`src/rtl/gc_sync_responder.sv`:
```
`default_nettype none
// +----------------------------------------------------------------------------+
// | gc_sync_responder                                                          |
// | Filtered Muller C-element answering the gC Start/Sensor/Actuator handshake.|
// | Optional handshake counter: define GC_SYNC_RESPONDER_HSCOUNT_EN.           |
// | Rev 1.0 - initial release                                                  |
// +----------------------------------------------------------------------------+
module gc_sync_responder #(
  parameter int SYNC_STAGES = 2,
  parameter int RISE_DLY    = 4,
  parameter int FALL_DLY    = 3,
  parameter int CNT_W       = 8
) (
  input  logic        clk,
  input  logic        rst_n,
  input  logic        Start,
  input  logic        Sensor,
  output logic        Actuator,
  output logic        busy
`ifdef GC_SYNC_RESPONDER_HSCOUNT_EN
  ,
  output logic [15:0] hs_count
`endif
);

  typedef enum logic [1:0] {
    ST_IDLE_LO = 2'd0,
    ST_ARM     = 2'd1,
    ST_HIGH    = 2'd2,
    ST_DISARM  = 2'd3
  } state_t;

  localparam logic [CNT_W-1:0] c_RISE_LAST = CNT_W'(RISE_DLY - 1);
  localparam logic [CNT_W-1:0] c_FALL_LAST = CNT_W'(FALL_DLY - 1);
  localparam logic [CNT_W-1:0] c_CNT_ONE   = CNT_W'(1);

  logic [SYNC_STAGES-1:0] r_sync_start;
  logic [SYNC_STAGES-1:0] r_sync_sensor;
  state_t                 r_state;
  logic [CNT_W-1:0]       r_cnt;
  logic                   r_actuator;
  logic                   r_busy;

  logic                   w_both_hi;
  logic                   w_both_lo;
  logic [CNT_W-1:0]       w_cnt_inc;
  logic                   w_hs_done;

  always_ff @(posedge clk or negedge rst_n) begin
    if (!rst_n) begin
      r_sync_start  <= '0;
      r_sync_sensor <= '0;
    end else begin
      r_sync_start  <= {r_sync_start[SYNC_STAGES-2:0], Start};
      r_sync_sensor <= {r_sync_sensor[SYNC_STAGES-2:0], Sensor};
    end
  end

  assign w_both_hi = r_sync_start[SYNC_STAGES-1] & r_sync_sensor[SYNC_STAGES-1];
  assign w_both_lo = ~r_sync_start[SYNC_STAGES-1] & ~r_sync_sensor[SYNC_STAGES-1];
  assign w_cnt_inc = (&r_cnt) ? r_cnt : r_cnt + 1'b1;
  assign w_hs_done = (r_state == ST_DISARM) && w_both_lo && (r_cnt >= c_FALL_LAST);

  // Actuator and busy are updated alongside the state so both are clean flop outputs.
  always_ff @(posedge clk or negedge rst_n) begin
    if (!rst_n) begin
      r_state    <= ST_IDLE_LO;
      r_cnt      <= '0;
      r_actuator <= 1'b0;
      r_busy     <= 1'b0;
    end else begin
      case (r_state)
        ST_IDLE_LO: begin
          r_actuator <= 1'b0;
          if (w_both_hi) begin
            if (RISE_DLY == 1) begin
              r_state    <= ST_HIGH;
              r_cnt      <= '0;
              r_actuator <= 1'b1;
              r_busy     <= 1'b0;
            end else begin
              r_state <= ST_ARM;
              r_cnt   <= c_CNT_ONE;
              r_busy  <= 1'b1;
            end
          end else begin
            r_cnt  <= '0;
            r_busy <= 1'b0;
          end
        end
        ST_ARM: begin
          if (w_both_hi) begin
            if (r_cnt >= c_RISE_LAST) begin
              r_state    <= ST_HIGH;
              r_cnt      <= '0;
              r_actuator <= 1'b1;
              r_busy     <= 1'b0;
            end else begin
              r_cnt <= w_cnt_inc;
            end
          end else begin
            r_state    <= ST_IDLE_LO;
            r_cnt      <= '0;
            r_actuator <= 1'b0;
            r_busy     <= 1'b0;
          end
        end
        ST_HIGH: begin
          r_actuator <= 1'b1;
          // One input low alone never releases the output: C-element hysteresis.
          if (w_both_lo) begin
            if (FALL_DLY == 1) begin
              r_state    <= ST_IDLE_LO;
              r_cnt      <= '0;
              r_actuator <= 1'b0;
              r_busy     <= 1'b0;
            end else begin
              r_state <= ST_DISARM;
              r_cnt   <= c_CNT_ONE;
              r_busy  <= 1'b1;
            end
          end else begin
            r_cnt  <= '0;
            r_busy <= 1'b0;
          end
        end
        ST_DISARM: begin
          if (w_both_lo) begin
            if (r_cnt >= c_FALL_LAST) begin
              r_state    <= ST_IDLE_LO;
              r_cnt      <= '0;
              r_actuator <= 1'b0;
              r_busy     <= 1'b0;
            end else begin
              r_cnt <= w_cnt_inc;
            end
          end else begin
            r_state    <= ST_HIGH;
            r_cnt      <= '0;
            r_actuator <= 1'b1;
            r_busy     <= 1'b0;
          end
        end
        default: begin
          r_state    <= ST_IDLE_LO;
          r_cnt      <= '0;
          r_actuator <= 1'b0;
          r_busy     <= 1'b0;
        end
      endcase
    end
  end

  assign Actuator = r_actuator;
  assign busy     = r_busy;

`ifdef GC_SYNC_RESPONDER_HSCOUNT_EN
  logic [15:0] r_hs_count;

  always_ff @(posedge clk or negedge rst_n) begin
    if (!rst_n) begin
      r_hs_count <= '0;
    end else if (w_hs_done && !(&r_hs_count)) begin
      r_hs_count <= r_hs_count + 16'd1;
    end
  end

  assign hs_count = r_hs_count;
`else
  logic w_unused_hs;
  assign w_unused_hs = w_hs_done;
`endif

endmodule
`default_nettype wire

```
`config.mk`:
```
export PLATFORM = sky130hd
export DESIGN_NAME = gc_sync_responder
export DESIGN_NICKNAME = d
export VERILOG_FILES = /design/src/rtl/gc_sync_responder.sv
export SDC_FILE = /design/constraint.sdc
export NUM_CORES = 1
export LEC_CHECK = 0
export CORE_MARGIN = 3
export CORE_UTILIZATION = 25
export CTS_CLUSTER_SIZE = 20
export DETAILED_ROUTE_END_ITERATION = 8
export PLACE_DENSITY = 0.46
export SYNTH_ARGS = -nofsm -noshare
export SYNTH_HDL_FRONTEND = slang
export SYNTH_SLANG_ARGS = --single-unit
```
`constraint.sdc`:
```
create_clock -name clk -period 1.6 [get_ports clk]
set_input_delay 0.32 -clock clk [delete_from_list [all_inputs] [get_ports clk]]
set_output_delay 0.32 -clock clk [all_outputs]
set_load 0.005 [all_outputs]
```
==> impl_metrics.yaml <==
floorplan:
  core_area_um2: 2340
  initial_core_util_pct: 27.8
  io_pins: 6
  dieArea_um2: 3250
  placementRows: 17
  die_w_um: 57.0
  dieHeight_um: 57.0
setup_path:
  criticalPathCategory: "flip-flop to flip-flop"
  cpMaxStageDelayCell: "dfrtp_1"
  path_delay_family: "flip-flops"
  crit_start: "r_cnt[0]"
  critPathLaunchType: "flip-flop"
  crit_arrival_ps: 1730
  critPathMaxFanout: 3
  crit_chain: "inv_1, ha_2, nor4b_4, nand3b_4, a21oi_4, mux2_4"
  crit_buf_inv: 1
  reg2reg_from: "r_cnt[0]"
  required_ps: 1780
  cpPeakStageDelay_ps: 380
  endpoint_kind: "flip-flop"
final_layout:
  multi_input_area_um2: 275
  drive_gt1_share_pct: 30.8
  fin_cells: 93
  n_antenna_cell: 0
  fillers: 249
  layout.nets: 72
  register_area_um2: 400
  layout_commonest_cell: "dfrtp_1"
  fin_area_um2: 831
  syn2layout_area_growth_pct: 27.7
  final_cell_mix: "dfrtp_1, clkdlybuf4s50_1, conb_1, nor2_1, buf_4"
place:
  placed_cells: 89
  place.gp.congestion: 0.810
  dp_hpwl_um: 748
  io_buffers: 5
  place_ws_ps: 49.6
  placedInstanceArea_um2: 792
pwr:
  powerDensity_nw_per_um2: 924
  finalPower_mw: 0.768
  ir_worst_vdd_v: 0.000548
  leakage_nw: 0.387
synthesis:
  synth_cell_type_count: 24
  ys_seq_area_share_pct: 61.5
  ys_warn_count: 0
  synth.avg_cell_area_um2: 13.6
  syn_inst: 48
  syn_area_um2: 651
  ys_ff_latch: 16
clocking:
  h-tree-depth: 1
  clkSinkCount: 16
  cts-root-buf: "clkbuf_4"
  cts_tree: "done"
  cts_made_buffers: 3
  clock_latency_ps: 280
  clk_pin_slew_ps: 90
  cts_buffer_depth: 2
timing:
  hold_violations: 0
  fin_skew_ps: 2.23
  final.period_utilization_pct: 97.0
  fin_tns_setup_ps: 0
  finalCriticalPeriod_ps: 1550
  finalSetupViolCount: 0
  worst_slack_ps: 48.4
  rsz0062_at_grt: "true"
  max_clock_freq_mhz: 644
  report.final.slew_viol_count: 0
worst_hold_path:
  hold_class: "input port to async pin"
routing:
  ant_nets: 0
  vias: 397
  firstDrtPassIters: 4
  drtIter0Drc: 7
  vias_per_cell: 4.27
  drc: 0
  wirelength_um: 1010
  avgRoutedWirePerCell_um: 10.8
status:
  status: "completed"
global_routing:
  grt_max_degree: 17
  antenna_found_initial: 0
  grt_pass1_vias: 418
  globalRoute.totalOverflow: 0
  grt.total_usage_pct: 7.19
  grt_first_pass_wirelength_um: 1770
run:
  cap_violations: 0
[worst reg2reg max path: cells and delay by family, from the launching register on]
| family | cells | cell delay, ps |
|---|---|---|
| flops | 1 | 380 |
| buf+inv | 1 | 50 |
| compound gates | 1 | 140 |
| mux | 1 | 300 |
| fa+ha+maj | 1 | 190 |
| simple gates | 2 | 380 |
[synth_stat cells]
master / instances / area share (%)
o311a_2: 1 / 1.7
dfrtp_1: 16 / 62
inv_1: 1 / 0.58
nor4b_4: 1 / 3.7
ha_1: 2 / 3.8
a21o_2: 2 / 2.7
or3b_1: 1 / 1.3
nor4_1: 1 / 0.96
conb_1: 1 / 0.58
nand4_1: 2 / 1.9
and2_2: 1 / 1.2
or2b_1: 1 / 1.2
o221a_2: 1 / 1.7
a21oi_4: 1 / 2.5
nand3_1: 1 / 0.77
mux2_4: 1 / 2.3
nand2_1: 1 / 0.58
o22ai_1: 1 / 0.96
nor2_1: 4 / 2.3
a21oi_1: 3 / 2.3
or2_2: 1 / 0.96
nand3b_1: 1 / 1.2
o21ai_0: 2 / 1.5
nand3b_2: 1 / 1.7
[final timing paths]
check                      depth (start not counted)  slack (ps)                to
max reg2reg                                        6          50          Actuator
min                                                2         340        r_state[1]
min reg2reg                                        0         360  r_sync_sensor[1]
max in group asynchronous                          2        1080          r_cnt[4]
min in group clk                                   0         360  r_sync_sensor[1]
max                                                6          50          Actuator
[through the flow]
| step | util (%) | hold slack (ps) |
|---|---|---|
| final | 35.5 | 342 |
| after global routing | 35.5 | 342 |
| after CTS | 35.4 | 335 |
| after detailed placement | 33.9 | 335 |
| after global placement | 33.9 | 334 |
| after floorplan | - | 24.4 |
[power by group]
part | internal [mW] | switching [mW] | total (mW) | leakage, nW
logic | 0.0355 | 0.0264 | 0.0619 | 0.166
clock network | 0.138 | 0.127 | 0.266 | 0.0210
registers | 0.424 | 0.0160 | 0.440 | 0.199
[repair_timing]
| item | 4_1_cts | 5_1_grt |
|---|---|---|
| buffers inserted | 0 | 0 |
| hold buffers | 0 | 0 |
| endpoints found under the setup margin | 0 | 3 |
| gates resized for setup | 0 | 1 |
[registers in the layout, summed over array words and instances, names as in the netlist]
register       flops
r_cnt              8
r_sync_start       2
Actuator           1
busy               1
r_sync_sensor      2
r_state            2
[per-layer routing]
layer | global-route usage (%) | share of wire [%] | up-vias
met5 | 0 | 0 | -
met4 | 4.97 | 1.7 | 0
met3 | 1.36 | 2.2 | 2
met2 | 11.3 | 46 | 3
met1 | 8.90 | 50 | 190
li1 | - | - | 202
[logic make-up (layout without fill, tap and decap cells)]
| family | Yosys count | count (layout) | synth area share, % |
|---|---|---|---|
| multiplexers | 1 | 1 | 2.31 |
| flip-flops | 16 | 16 | 61.5 |
| AO/OA/AOI/OAI | 11 | 11 | 13.5 |
| adder cells (fa/ha/maj) | 2 | 2 | 3.85 |
| AND/OR/NAND/NOR | 16 | 16 | 17.7 |
| other | 1 | 5 | 0.576 |
| buffers and inverters | 1 | 14 | 0.576 |
[layout make-up]
type | count | share of cell area [%]
inverters | 1 | 0.452
clock buffers | 4 | 4.37
multi-input cells | 35 | 33.1
well taps | 28 | 4.22
flip-flops and latches | 16 | 48.2
repair buffers | 9 | 9.64
No activity file was read; power rests on OpenSTA's default activity.
